$ cat src/rtl/video_fetch_fifo_pkg.sv
// Shared defaults and FSM state encodings for the video fetch FIFO.
package video_fetch_fifo_pkg;
   localparam int DEPTH_DEF = 8;
   localparam int DW_DEF    = 16;
   localparam int FW_W      = 7;

   typedef enum logic [1:0] {
      ST_IDLE  = 2'd0,
      ST_FETCH = 2'd1,
      ST_DRAIN = 2'd2
   } fetch_state_t;
endpackage

$ cat src/rtl/video_fetch_fifo_if.sv
// DRAM-side request/return and pixel-side pop signals of the video fetch FIFO.
interface video_fetch_fifo_if #(
   parameter int DW = video_fetch_fifo_pkg::DW_DEF
);
   logic          video_go;
   logic          video_next;
   logic          video_strobe;
   logic [DW-1:0] video_data;
   logic          pop_req;
   logic [DW-1:0] pop_data;
   logic          pop_valid;

   modport slave (
      output video_go, pop_data, pop_valid,
      input  video_next, video_strobe, video_data, pop_req
   );

   modport master (
      input  video_go, pop_data, pop_valid,
      output video_next, video_strobe, video_data, pop_req
   );
endinterface

$ cat src/rtl/video_fifo_mem.sv
// DEPTH x DW word FIFO with occupancy count, synchronous flush and registered pop output.
module video_fifo_mem
   import video_fetch_fifo_pkg::*;
#(
   parameter  int DEPTH = DEPTH_DEF,
   parameter  int DW    = DW_DEF,
   localparam int AW    = $clog2(DEPTH),
   localparam int CW    = AW + 1
) (
   input  logic          clk,
   input  logic          rst_n,
   input  logic          flush,
   input  logic          push,
   input  logic [DW-1:0] wr_data,
   input  logic          pop,
   output logic [DW-1:0] rd_data,
   output logic          rd_valid,
   output logic [CW-1:0] count,
   output logic          empty
);
   logic [DW-1:0] mem [DEPTH];
   logic [AW-1:0] wr_ptr;
   logic [AW-1:0] rd_ptr;
   logic          full;
   logic          push_ok;
   logic          pop_ok;

   assign empty   = (count == '0);
   assign full    = (count == CW'(DEPTH));
   assign pop_ok  = pop & ~empty;
   // a pop in the same cycle frees the slot, so a push on full still lands
   assign push_ok = push & (~full | pop_ok);

   always_ff @(posedge clk) begin
      if (push_ok && !flush) mem[wr_ptr] <= wr_data;
   end

   always_ff @(posedge clk or negedge rst_n) begin
      if (!rst_n) begin
         wr_ptr   <= '0;
         rd_ptr   <= '0;
         count    <= '0;
         rd_data  <= '0;
         rd_valid <= 1'b0;
      end else if (flush) begin
         wr_ptr   <= '0;
         rd_ptr   <= '0;
         count    <= '0;
         rd_valid <= 1'b0;
      end else begin
         if (push_ok) wr_ptr <= wr_ptr + AW'(1);
         if (pop_ok) begin
            rd_ptr  <= rd_ptr + AW'(1);
            rd_data <= mem[rd_ptr];
         end
         rd_valid <= pop_ok;
         count    <= count + CW'(push_ok) - CW'(pop_ok);
      end
   end

   a_no_push_full : assert property (@(posedge clk) disable iff (!rst_n)
      !(push && full && !pop_ok && !flush))
      else $error("word dropped: push into full FIFO");
endmodule

$ cat src/rtl/video_fetch_fifo.sv
// Per-line DRAM fetch sequencer feeding a small word FIFO toward the pixel serializer.
// Build option VIDEO_FETCH_STATS_EN adds underrun_cnt, a per-frame underrun event counter.
//
// state    | meaning
// ST_IDLE  | no fetch for this line (blank line, zero words, or line done)
// ST_FETCH | issuing requests while FIFO + in-flight words leave room
// ST_DRAIN | all requests issued, waiting for outstanding read data
module video_fetch_fifo
   import video_fetch_fifo_pkg::*;
#(
   parameter int DEPTH = DEPTH_DEF,
   parameter int DW    = DW_DEF
) (
   input  logic            clk,
   input  logic            rst_n,
   input  logic            line_start,
   input  logic            vpix,
   input  logic [FW_W-1:0] fetch_words,
   video_fetch_fifo_if.slave bus,
   output logic            underrun
`ifdef VIDEO_FETCH_STATS_EN
   ,
   output logic [7:0]      underrun_cnt
`endif
);
   localparam int          CW      = $clog2(DEPTH) + 1;
   localparam logic [CW:0] DEPTH_L = (CW+1)'(DEPTH);

   fetch_state_t    state, state_nxt;
   logic [FW_W-1:0] fw_q;
   logic [FW_W-1:0] issued;
   logic [CW-1:0]   inflight, inflight_nxt;
   logic [CW-1:0]   discard;
   logic [CW-1:0]   count;
   logic            empty;
   logic            accept;
   logic            push;
   logic            pop;
   logic [DW-1:0]   rd_data;
   logic            rd_valid;

   assign bus.video_go = (state == ST_FETCH) && (({1'b0, count} + {1'b0, inflight}) < DEPTH_L);
   assign accept       = bus.video_next & bus.video_go;
   assign push         = bus.video_strobe && (discard == '0) && !line_start;
   assign pop          = bus.pop_req && !line_start;
   assign bus.pop_data = rd_data;
   assign bus.pop_valid = rd_valid;

   always_comb begin
      inflight_nxt = inflight;
      case ({accept, bus.video_strobe})
         2'b10:   if (inflight != CW'(DEPTH)) inflight_nxt = inflight + CW'(1);
         2'b01:   if (inflight != '0)         inflight_nxt = inflight - CW'(1);
         default: inflight_nxt = inflight;
      endcase
   end

   always_comb begin
      state_nxt = state;
      if (line_start) begin
         state_nxt = (vpix && fetch_words != '0) ? ST_FETCH : ST_IDLE;
      end else begin
         case (state)
            ST_IDLE:  state_nxt = ST_IDLE;
            // leave on the last grant itself so no extra request slips out
            ST_FETCH: if (accept && (issued + FW_W'(1)) == fw_q) state_nxt = ST_DRAIN;
            ST_DRAIN: if (inflight == '0) state_nxt = ST_IDLE;
            default:  state_nxt = ST_IDLE;
         endcase
      end
   end

   always_ff @(posedge clk or negedge rst_n) begin
      if (!rst_n) begin
         state    <= ST_IDLE;
         fw_q     <= '0;
         issued   <= '0;
         inflight <= '0;
         discard  <= '0;
         underrun <= 1'b0;
      end else begin
         state    <= state_nxt;
         inflight <= inflight_nxt;
         if (line_start) begin
            // everything still outstanding belongs to the old line
            fw_q     <= fetch_words;
            issued   <= '0;
            discard  <= inflight_nxt;
            underrun <= 1'b0;
         end else begin
            if (accept) issued <= issued + FW_W'(1);
            if (bus.video_strobe && discard != '0) discard <= discard - CW'(1);
            if (bus.pop_req && empty) underrun <= 1'b1;
         end
      end
   end

`ifdef VIDEO_FETCH_STATS_EN
   logic blank_seen;

   always_ff @(posedge clk or negedge rst_n) begin
      if (!rst_n) begin
         underrun_cnt <= '0;
         blank_seen   <= 1'b0;
      end else if (line_start) begin
         if (!vpix) begin
            blank_seen <= 1'b1;
         end else if (blank_seen) begin
            blank_seen   <= 1'b0;
            underrun_cnt <= '0;
         end
      end else if (bus.pop_req && empty && underrun_cnt != 8'hff) begin
         underrun_cnt <= underrun_cnt + 8'd1;
      end
   end
`endif

   video_fifo_mem #(
      .DEPTH (DEPTH),
      .DW    (DW)
   ) u_mem (
      .clk      (clk),
      .rst_n    (rst_n),
      .flush    (line_start),
      .push     (push),
      .wr_data  (bus.video_data),
      .pop      (pop),
      .rd_data  (rd_data),
      .rd_valid (rd_valid),
      .count    (count),
      .empty    (empty)
   );
endmodule

$ cat src/flat_wrapper.sv
// flat-port wrapper written by rule: the top's interface ports become plain ports
module video_fetch_fifo_flat import video_fetch_fifo_pkg::*;
#(
   parameter int DEPTH = DEPTH_DEF,
   parameter int DW    = DW_DEF
)
  (clk, rst_n, line_start, vpix, fetch_words, underrun, bus_video_go, bus_pop_data, bus_pop_valid, bus_video_next, bus_video_strobe, bus_video_data, bus_pop_req);
  video_fetch_fifo_if #(.DW(DW)) bus_i ();
  input  logic clk;
  input  logic rst_n;
  input  logic line_start;
  input  logic vpix;
  input  logic [FW_W-1:0] fetch_words;
  output logic underrun;
  output wire logic [$bits(bus_i.video_go)-1:0] bus_video_go;
  output wire logic [$bits(bus_i.pop_data)-1:0] bus_pop_data;
  output wire logic [$bits(bus_i.pop_valid)-1:0] bus_pop_valid;
  input wire logic [$bits(bus_i.video_next)-1:0] bus_video_next;
  input wire logic [$bits(bus_i.video_strobe)-1:0] bus_video_strobe;
  input wire logic [$bits(bus_i.video_data)-1:0] bus_video_data;
  input wire logic [$bits(bus_i.pop_req)-1:0] bus_pop_req;
  assign bus_video_go = bus_i.video_go;
  assign bus_pop_data = bus_i.pop_data;
  assign bus_pop_valid = bus_i.pop_valid;
  assign bus_i.video_next = bus_video_next;
  assign bus_i.video_strobe = bus_video_strobe;
  assign bus_i.video_data = bus_video_data;
  assign bus_i.pop_req = bus_pop_req;
  video_fetch_fifo #(.DEPTH(DEPTH), .DW(DW)) u_core (.clk(clk), .rst_n(rst_n), .line_start(line_start), .vpix(vpix), .fetch_words(fetch_words), .bus(bus_i), .underrun(underrun));
endmodule
$ cat config.mk
export PLATFORM = sky130hd
export DESIGN_NAME = video_fetch_fifo_flat
export DESIGN_NICKNAME = d
export VERILOG_FILES = /design/src/rtl/video_fetch_fifo_pkg.sv /design/src/rtl/video_fetch_fifo_if.sv /design/src/rtl/video_fifo_mem.sv /design/src/rtl/video_fetch_fifo.sv /design/src/flat_wrapper.sv
export SDC_FILE = /design/constraint.sdc
export NUM_CORES = 1
export LEC_CHECK = 0
export CORE_MARGIN = 10
export CORE_UTILIZATION = 63
export CTS_CLUSTER_DIAMETER = 50
export DETAILED_ROUTE_END_ITERATION = 8
export PLACE_DENSITY = 0.95
export RECOVER_POWER = 25
export SYNTH_ARGS = -nofsm -noshare
export SYNTH_HDL_FRONTEND = slang
export SYNTH_SLANG_ARGS = --single-unit
$ cat constraint.sdc
create_clock -name clk -period 7.9 [get_ports clk]
set_clock_uncertainty 0.2 [all_clocks]
set_input_delay 1.58 -clock clk [delete_from_list [all_inputs] [get_ports clk]]
set_output_delay 1.58 -clock clk [all_outputs]
set_load 0.005 [all_outputs]
# Yosys cells after proc, flatten, opt, wreduce, memory -nomap -nowiden
# Memories as Yosys holds them, arrays and structs flattened. A register that Yosys moved wholly into a read port is not among the register bits.
# Index checks and enable logic that the tools add are counted.
# word_totals
ff_bits	36
ramBits	128
in_bits	30
output_inout_bits	19
elab_cells	83
mem_count	1
# op_classes
n_addsub	9
order_cmp	1
eq_ne	9
muxes	22
n_bitwise	7
reduce_logical	24
# mem_list
memory	depth	word_bits	read_ports	rd_ports_with_merged_regs	write_ports	line_no	text
u_core.u_mem.mem	8	16	1	1	1	video_fifo_mem.sv:21	logic [DW-1:0] mem [DEPTH];
# ops
operator	count
4-bit 2-to-1 mux	5
7-bit 2-to-1 mux	2
4-bit zero test	3
3-bit 2-to-1 mux	4
2-bit nonzero test	5
1-bit logical AND	9
4-bit case mux with 2 select lines	1
4-bit nonzero test	2
4-bit by 1-bit subtractor with 4-bit output, second input constant	2
7-bit by 1-bit adder with 7-bit output, second input constant	1
7-bit equality test	1
7-bit nonzero test	1
3-bit by 1-bit adder with 3-bit output, second input constant	2
1-bit 2-to-1 mux	6
2-bit 2-to-1 mux	3
4-bit by 4-bit adder with 5-bit output	1
5-bit by 4-bit less-than comparator with 1-bit output, second input constant	1
4-bit by 1-bit adder with 4-bit output	1
4-bit by 1-bit adder with 4-bit output, second input constant	1
2-bit by 1-bit equality test with 1-bit output, second input constant	2
2-bit equality test, second input constant	2
4-bit equality test, second input constant	1
4-bit != test, second input constant	1
2-bit case mux with 2 select lines	1
8 further kinds	14

# Longest topological paths before layout
# Gate-level depths: netlist of the first run.
# depth
depth_word	8
ltp_mapped	13
depth_no_buf	12

# Modules after synthesis
# From an unflattened synthesis of the first run, not the netlist that was laid out.
# hier_totals
cells_unflattened	509
area_unflattened_um2	7843.8
# by_module_without_submodules
module	n_inst	cells_each	area_each_um2	seq_area_each_um2
video_fifo_mem	1	345	6259.8	4519.3
video_fetch_fifo	1	164	1584.0	625.6

# Least setup slack after synthesis of the first run
# No wires, ideal clock.
# synth_path
kind	input to register
from	input port line_start
to	memory u_core.u_mem.mem[1][0] (netlist name), enable pin
setup_ns	0.409
arrival_time_ns	3.328
required_ns	7.291
path_slack_ns	3.963
stages	4
n_path_buf	1
path_cell_list	clkbuf_1 > nor3_2 > nand3_1 > nor3_1
# synth_via
elab_chain_cells	8
elab_cells_between_ends	9
classes_between	mux: 2; bitwise: 3; reduce/logical: 4
# synth_lines
item	line_no	text
start: declaration	flat_wrapper.sv:11	input logic line_start;
1-bit zero test *	video_fifo_mem.sv:35, video_fetch_fifo.sv:44, video_fetch_fifo.sv:45	
1-bit logical AND	video_fetch_fifo.sv:45	assign pop = bus.pop_req && !line_start;
1-bit bitwise AND	video_fifo_mem.sv:30	assign pop_ok = pop & ~empty;
1-bit OR	video_fifo_mem.sv:32	assign push_ok = push & (~full | pop_ok);
1-bit bitwise AND	video_fifo_mem.sv:32	
1-bit logical AND *	video_fifo_mem.sv:35	if (push_ok && !flush) mem[wr_ptr] <= wr_data;
1-bit 2-to-1 mux *	video_fifo_mem.sv:35	
1-bit 2-to-1 mux (not written as such) *	video_fifo_mem.sv:35	
end: declaration	video_fifo_mem.sv:21	
# Every way passes the cells marked *; elsewhere a longest branch is shown, timed or not.

==> flow_summary.toml, run 1 <==
[cells_and_area]
nNetsFinal = 586
final_common_cell = "edfxtp_1"
diodes = 0
syn_to_final_growth_pct = 15.9
drive_gt1_frac = 0.165
nFillCells = 700
fin_area_um2 = 8870
final_cell_mix = "128 x edfxtp_1, 51 x dfrtp_1, 42 x nor2_1"

[min_path]
hold_start = "u_core.underrun"
hp-class = "reg -> reg"

[synthesis]
synthesis.area_um2 = 7650
yosysUniqueCellTypes = 50
synthXorXnorAreaFrac = 0.0252
synth_mux_area_frac = 0.134
synth-seq-area-share = 0.672
synth_flop_cell = "edfxtp_1"
ys_async_sr_fraction = 0.289
synth_fa_ha_area_frac = 0.0320
ys_ff_latch = 180
synth_cells = 481
synth_top_family_by_area = "multiplexers"
ys_warn_count = 0
synth_edf_count = 128
synthSimpleGateAreaFrac = 0.0709
synth_compound_area_frac = 0.0405
synth.net_count = 530
syn_avg_cell_area_um2 = 15.9

[routing]
vias_per_cell = 6.18
wire_per_inst_um = 22.2
vias = 4308
drtPass1Iterations = 5
drt_iter0_markers = 388
routed_wl_mm = 15.5
drc = 0
ant_nets = 0

[global_route]
grt_pass1_vias = 4647
grt_max_degree = 53
grt_pass1_wl_mm = 25.1
antenna_found_initial = 0
grt.overflow.total = 0
grt_usage = 0.197

[clock_network]
cts_resized = 0
path_clk_slew_ns = 0.06
postCtsHoldBufs = 0
cts_made_buffers = 17
post-cts-setup-buffers = 0
clockRootBuffer = "clkbuf_16"
clock_latency_ns = 0.43
cts.sinks = 180
cts_tree = "yes"
cts_max_path_buffers = 2
h-tree-depth = 4

[floorplanning]
die_w_um = 130
die_h_um = 130
initial_core_util = 0.640
die_area_um2 = 17000
core_area_um2 = 12000
ios = 49
rows = 40

[sta]
hold_slack_ns = 0.306
finalMaxSlewViolations = 53
worst_pin_slew_ns = 2.93
setup_viol = 0
min_period_ns = 4.27
hold_violations = 0
finalSetupTns_ns = 0
max_slew_margin = -0.951
rsz0062_at_grt = "no"
period_share = 0.541
max_freq_mhz = 234

[critical_path]
worstSetupStartpoint = "rst_n"
crit_required_ns = 7.37
cp-start-kind = "primary input"
cp_slowest_cell = "clkbuf_1"
path_cells = "buf_2 -> clkbuf_1"
crit_fanout = 52
crit_family = "buffers and inverters"
worstSetupEndpointType = "async pin"
cp_data_arrival_time_ns = 3.74
r2r-start = "u_core.inflight[3]"
criticalPathCategory = "in -> async"
max_stage_delay_ns = 2.06
path_buf_inv = 2

[power]
clkPwrFrac = 0.307
ir_drop_v = 0.000335
power_switching_uw = 762
intPower_uw = 1960
netSwitchingFraction = 0.280
pwr_density_cell_nw_per_um2 = 307
combPwrFrac = 0.258
p_leak_uw = 0.00316
total_power_uw = 2720
seqPwrFrac = 0.435

[place]
io_buffers = 48
place_congestion = 0.852
place_area_um2 = 8290
dp_hpwl_mm = 9.74

[status]
violations = "max-capacitance violations, max-slew violations"
outcome = "finished, violations left"

[flow_run]
cap_violations = 1
-- cells in the mapped netlist, types with 3 or more instances --
| master | count | area, µm² |
|---|---|---|
| nor3_1 | 7 | 35.0 |
| nand2_1 | 11 | 41.3 |
| o21ai_0 | 7 | 35.0 |
| xor2_1 | 11 | 96.3 |
| nor2_1 | 42 | 158 |
| inv_1 | 17 | 63.8 |
| buf_2 | 12 | 60.1 |
| mux2i_1 | 19 | 190 |
| nor2b_1 | 7 | 43.8 |
| nand4_1 | 4 | 25.0 |
| clkbuf_1 | 5 | 18.8 |
| dfrtp_1 | 52 | 1300 |
| ha_1 | 18 | 225 |
| nor3b_1 | 3 | 22.5 |
| edfxtp_1 | 128 | 3840 |
| nand3b_1 | 3 | 22.5 |
| nand2b_1 | 3 | 18.8 |
| buf_1 | 3 | 11.3 |
| mux2_2 | 9 | 101 |
| nor4_1 | 3 | 18.8 |
| nand3_1 | 10 | 50.1 |
| a31oi_1 | 3 | 18.8 |
| mux4_2 | 32 | 721 |
| xnor2_1 | 11 | 96.3 |
| a21oi_1 | 29 | 145 |
-- stage by stage --
step,std cells,util,setup slack [ns]
finish,697,0.742,3.63
global route,697,0.742,3.03
global placement,665,0.693,3.80
floorplan,481,-,3.96
detailed placement,665,0.693,3.67
CTS,697,0.742,3.94
-- per-layer routing --
metal  global-route usage  vias to the layer above  share of wire
met5                    0                        -              0
met4               0.0701                        0          0.018
met3               0.0519                       26          0.066
met2                0.350                      159           0.53
met1                0.226                     2190           0.38
li1                     -                     1933              -
-- path summary, 6_finish.rpt --
kind / slack (ns) / end / depth (start not counted)
worst max register to register: 4.80 / u_core.discard[0] / 8
max in group clk: 3.96 / bus_video_go / 4
worst min register to register: 0.31 / u_core.underrun / 2
worst min-delay path: 0.31 / u_core.underrun / 2
worst max-delay path: 3.63 / u_core.u_mem.rd_ptr[0] / 2
min in group asynchronous: 1.99 / u_core.inflight[2] / 2
-- cell type report --
cell class	count	area (µm²)	share of cell area
clock buffer	23	468	0.0527
clock inverter	9	120	0.0135
inverter	17	63.8	0.00719
multi-input combinational	260	2320	0.262
sequential	180	5150	0.580
tap	147	184	0.0207
timing repair buffer	61	569	0.0642
-- sequential cells by signal, indices dropped and copies added (netlist names) --
signal	count
u_core.discard	4
u_core.fw_q	7
u_core.inflight	4
u_core.issued	7
u_core.state	2
u_core.u_mem.count	4
u_core.u_mem.mem	128
u_core.u_mem.rd_data	16
u_core.u_mem.rd_ptr	3
u_core.u_mem.rd_valid	1
u_core.u_mem.wr_ptr	3
u_core.underrun	1
-- power groups by stage --
stage / registers, µW / logic [µW] / clock network [µW]
3_5_place_dp: 1200 / 707 / 0
6_report: 1180 / 704 / 835
3_3_place_gp: 1190 / 666 / 0
5_1_grt: 1200 / 777 / 883
4_1_cts: 1180 / 719 / 849
2_1_floorplan: 1180 / 481 / 0
-- cells by family (layout without fill, tap and decap cells) --
family / after synthesis / after routing
flops: 180 / 180
simple gates: 105 / 105
mux: 61 / 61
compound gates: 53 / 53
buf+inv: 41 / 110
xor+xnor: 22 / 22
fa+ha+maj: 19 / 19
Note: power is estimated with default switching activity, not from simulation.
==> inputs of run 2 (changes only) <==
- CORE_UTILIZATION: 63 -> 59
- PLACE_DENSITY: 0.95 -> 0.9
- clock period: 7.9 -> 4.3 ns (I/O delays scaled with it)
==> run 2 against run 1 <==
  * The flow still finishes with violations (max-capacitance violations, max-slew violations)
  * Total power is 83% higher
  * Register-to-register slack worse by 3.7 ns
  * Cell count is 3.7% higher
  * Global-route usage is 1.3 points lower
  * Critical path depth is 2 higher
  * Via count is 0.44% lower
  * Count of clock-buffer cells in the layout is 1 lower
  * Die area is 5.7% higher
  * Clock power is 82% higher
  * Final area is 0.37% higher
  * Critical path type is now reg -> out
  * Highest routed layer unchanged
==> flow_summary.toml, run 2 (synthesis gave the netlist of run 1 again) <==
[global_route]
grt_usage = 0.185
grt_pass1_wl_mm = 25.2
grt_max_degree = 37
grt.overflow.total = 0
antenna_found_initial = 0
grt_pass1_vias = 4595

[place]
dp_hpwl_mm = 9.84
place_congestion = 0.840
io_buffers = 48

[clock_network]
cts_tree = "yes"
cts.sinks = 180
cts_max_path_buffers = 2
path_clk_slew_ns = 0.06
postCtsHoldBufs = 0
h-tree-depth = 4
clockRootBuffer = "clkbuf_16"
post-cts-setup-buffers = 0
clock_latency_ns = 0.42
cts_made_buffers = 17
cts_resized = 0

[routing]
drc = 0
vias_per_cell = 5.93
vias = 4289
ant_nets = 0
drt_iter0_markers = 370
routed_wl_mm = 15.7
drtPass1Iterations = 5
wire_per_inst_um = 21.8

[flow_run]
cap_violations = 1

[min_path]
hp-class = "reg -> reg"
hold_start = "u_core.underrun"

[floorplanning]
die_h_um = 134
rows = 41
core_area_um2 = 12700
ios = 49
initial_core_util = 0.604
die_w_um = 134
die_area_um2 = 17900

[cells_and_area]
drive_gt1_frac = 0.167
reg_top3 = "u_core.u_mem.mem: 128 flops, u_core.u_mem.rd_data: 16 flops"
nNetsFinal = 587
largest_register_ffs = 128
final_cell_mix = "128 x edfxtp_1, 51 x dfrtp_1, 42 x nor2_1"
top_register = "u_core.u_mem.mem"
syn_to_final_growth_pct = 16.3
diodes = 0
final_common_cell = "edfxtp_1"
utilization = 0.703

[status]
violations = "max-capacitance violations, max-slew violations"
outcome = "finished, violations left"

[critical_path]
criticalPathCategory = "reg -> out"
cp_data_arrival_time_ns = 2.15
worstSetupEndpointType = "output pin"
r2r-start = "u_core.inflight[3]"
worstSetupStartpoint = "u_core.inflight[3]"
crit_required_ns = 3.24
crit_fanout = 9
cp-start-kind = "register"

[sta]
finalMaxSlewViolations = 28
hold_violations = 0
max_freq_mhz = 312
rsz0062_at_grt = "no"
worst_pin_slew_ns = 1.68
period_share = 0.745
finalSetupTns_ns = 0
setup_viol = 0
min_period_ns = 3.21
max_slew_margin = -0.117

[power]
ir_drop_v = 0.000487
total_power_uw = 4980
pwr_density_cell_nw_per_um2 = 560
p_leak_uw = 0.00316
## run 2: cell count changes in the layout (fill, tap and decap cells not counted), sizes merged
cell,previous run,this run
clkdlybuf4s50,39,37
clkinv,2,4
dlygate4sd3,8,10
buf,13,14
clkbuf,24,23
inv,21,20
## run 2: worst paths after layout
| path | end | slack (ns) | cells after the start |
|---|---|---|---|
| max | bus_video_go | 1.09 | 4 |
| min | u_core.underrun | 0.32 | 2 |
| max reg2reg | u_core.discard[0] | 1.15 | 9 |
| min reg2reg | u_core.underrun | 0.32 | 2 |
| max in group asynchronous | u_core.issued[4] | 2.08 | 2 |
| min in group asynchronous | u_core.discard[2] | 0.66 | 1 |
## run 2: worst max-delay path: stages (launching register included)
cell and delay, ns:
dfrtp_1 0.47, ha_1 0.32, nor4b_2 0.23, and3_2 0.20, clkdlybuf4s50_1 0.49
## run 2: final cells by class
cell class / instances / area, µm²
clock buffers: 22 / 454
clock inverters: 10 / 125
fillers: 832 / 3760
inverters: 17 / 63.8
multi-input cells: 260 / 2320
flip-flops and latches: 180 / 5150
well taps: 172 / 215
repair buffers: 62 / 579
## run 2: per-layer routing
metal	routed length [µm]	track usage	up-vias
li1	-	-	1936
met1	6400	0.220	2171
met2	8080	0.312	151
met3	955	0.0560	31
met4	302	0.0677	0
met5	0	0	-
## run 2: power breakdown
part	leakage, µW	switching (µW)	internal (µW)
combinational	0.00109	562	669
sequential	0.00180	199	2040
clock	0.000280	638	879
total	0.00316	1400	3580
## run 2: per-stage QoR
stage | worst slack (ns) | hold slack (ns) | instance area (µm²) | instances
floorplan | 1.08 | 0.286 | 7650 | 481
detailed placement | 0.859 | 0.312 | 8330 | 691
global placement | 0.973 | 0.291 | 8330 | 691
finish | 1.09 | 0.319 | 8910 | 723
global route | 0.938 | 0.345 | 8910 | 723
CTS | 1.08 | 0.286 | 8910 | 723
==> inputs of run 3 (changes only) <==
- clock period: 4.3 -> 3.05 ns (I/O delays scaled with it)
==> run 3 against run 2 <==
  * The run still ends with max-capacitance violations, max-slew violations left
  * Global-route usage down 0.096 points
  * Sequential power up 37%
  * Total power up 46%
  * Core utilization up 1.2 points
  * Final area up 1.8%
  * Critical path depth unchanged
  * Critical endpoint unchanged
  * Wire length up 1.1%
==> flow_summary.toml, run 3 (synthesis gave the netlist of run 1 again) <==
[cells_and_area]
fin_area_um2 = 9060
largest_register_ffs = 128
instances_no_fill = 733
diodes = 0
nNetsFinal = 597
reg_top3 = "u_core.u_mem.mem: 128 flops, u_core.u_mem.rd_data: 16 flops"
drive_gt1_frac = 0.191
top_register = "u_core.u_mem.mem"
syn_to_final_growth_pct = 18.4
final_cell_mix = "128 x edfxtp_1, 50 x dfrtp_1, 42 x nor2_1"
final_common_cell = "edfxtp_1"

[power]
power_switching_uw = 2080
netSwitchingFraction = 0.286
seqPwrFrac = 0.422
combPwrFrac = 0.259
p_leak_uw = 0.00325
intPower_uw = 5200
clkPwrFrac = 0.319
ir_drop_v = 0.000608
pwr_density_cell_nw_per_um2 = 803

[floorplanning]
rows = 41
die_area_um2 = 17900
initial_core_util = 0.604
ios = 49
core_area_um2 = 12700
die_w_um = 134
die_h_um = 134

[clock_network]
clock_latency_ns = 0.43
post-cts-setup-buffers = 0
path_clk_slew_ns = 0.07
clockRootBuffer = "clkbuf_16"
cts_tree = "yes"
cts_max_path_buffers = 2
cts_made_buffers = 17
cts_resized = 0
postCtsHoldBufs = 0
cts.sinks = 180
h-tree-depth = 4

[sta]
worst_pin_slew_ns = 1.55
rsz0062_at_grt = "no"
finalMaxSlewViolations = 27
hold_slack_ns = 0.301
setup_viol = 0
hold_violations = 0
min_period_ns = 2.94
period_share = 0.965
finalSetupTns_ns = 0
max_slew_margin = -0.0314
max_freq_mhz = 340

[status]
outcome = "finished, violations left"
violations = "max-capacitance violations, max-slew violations"

[routing]
vias = 4373
ant_nets = 0
drtPass1Iterations = 4
vias_per_cell = 5.97
wire_per_inst_um = 21.7
drt_iter0_markers = 309
routed_wl_mm = 15.9
drc = 0

[global_route]
antenna_found_initial = 0
grt_max_degree = 36
grt.overflow.total = 0
grt_pass1_vias = 4648
grt_pass1_wl_mm = 25.5
grt_usage = 0.184

[critical_path]
crit_fanout = 7
worstSetupEndpointType = "output pin"
crit_required_ns = 2.24
rr_worst_depth = 11
cp-start-kind = "register"
max_stage_delay_ns = 0.50
criticalPathCategory = "reg -> out"
cp_slowest_cell = "clkdlybuf4s50_1"
path_cells = "ha_1 -> nor4b_2 -> and3_2 -> clkdlybuf4s50_1"
cp_data_arrival_time_ns = 2.13

[place]
place_inst = 701
io_buffers = 48
place_congestion = 0.812
dp_hpwl_mm = 9.89
place_area_um2 = 8440

[min_path]
hold_depth = 2
hp-class = "reg -> reg"

[flow_run]
cap_violations = 1
-- run 3: cell count changes in the layout (fill, tap and decap cells not counted), moves of 4 or more --
| cell | change |
|---|---|
| buf_4 | +7 |
| clkbuf_1 | -4 |
| clkdlybuf4s50_1 | +4 |
| dlygate4sd3_1 | -4 |
| inv_8 | +4 |
-- run 3: per-layer routing --
layer  part of all wire  GRT usage  vias up
met1               0.41      0.226     2224
li1                   -          -     1960
met3              0.054     0.0444       31
met4              0.023     0.0707        0
met2               0.51      0.309      158
met5                  0          0        -
-- run 3: final timing paths --
kind | startpoint | endpoint | slack [ns]
setup / recovery | u_core.inflight[2] | bus_video_go | 0.11
min in group asynchronous | rst_n | u_core.inflight[3] | 0.36
max in group asynchronous | rst_n | u_core.u_mem.rd_data[1] | 0.87
setup reg to reg | u_core.discard[0] | u_core.u_mem.count[2] | 0.18
hold reg to reg | u_core.underrun | u_core.underrun | 0.30
hold / removal | u_core.underrun | u_core.underrun | 0.30
-- run 3: layout make-up --
cell class	count	area (µm²)
well taps	172	215
repair buffers	72	677
flip-flops and latches	180	5150
multi-input cells	260	2320
clock inverters	15	213
inverters	17	63.8
clock buffers	17	425
fillers	782	3610
-- run 3: worst max-delay path: cells and delay by family, from the launching register on --
family	cells	cell delay, ns
buffers and inverters	1	0.50
flip-flops	1	0.48
AND/OR/NAND/NOR	2	0.48
adder cells (fa/ha/maj)	1	0.25
-- run 3: power groups by stage --
stage,clock (µW),sequential [µW],combinational (µW)
6_report,2320,3070,1880
4_1_cts,2360,3060,1920
5_1_grt,2450,3100,2070
2_1_floorplan,0,3070,1250
3_5_place_dp,0,3110,1880
3_3_place_gp,0,3090,1780
-- run 3: per-stage QoR --
| step | worst slack (ns) | utilization | power, µW |
|---|---|---|---|
| 2_1_floorplan | 0.00223 | - | 4310 |
| 3_3_place_gp | 0.182 | 0.666 | 4870 |
| 3_5_place_dp | 0.0339 | 0.666 | 4990 |
| 4_1_cts | 0.0627 | 0.717 | 7350 |
| 5_1_grt | 0.0253 | 0.715 | 7620 |
| 6_report | 0.108 | 0.715 | 7280 |
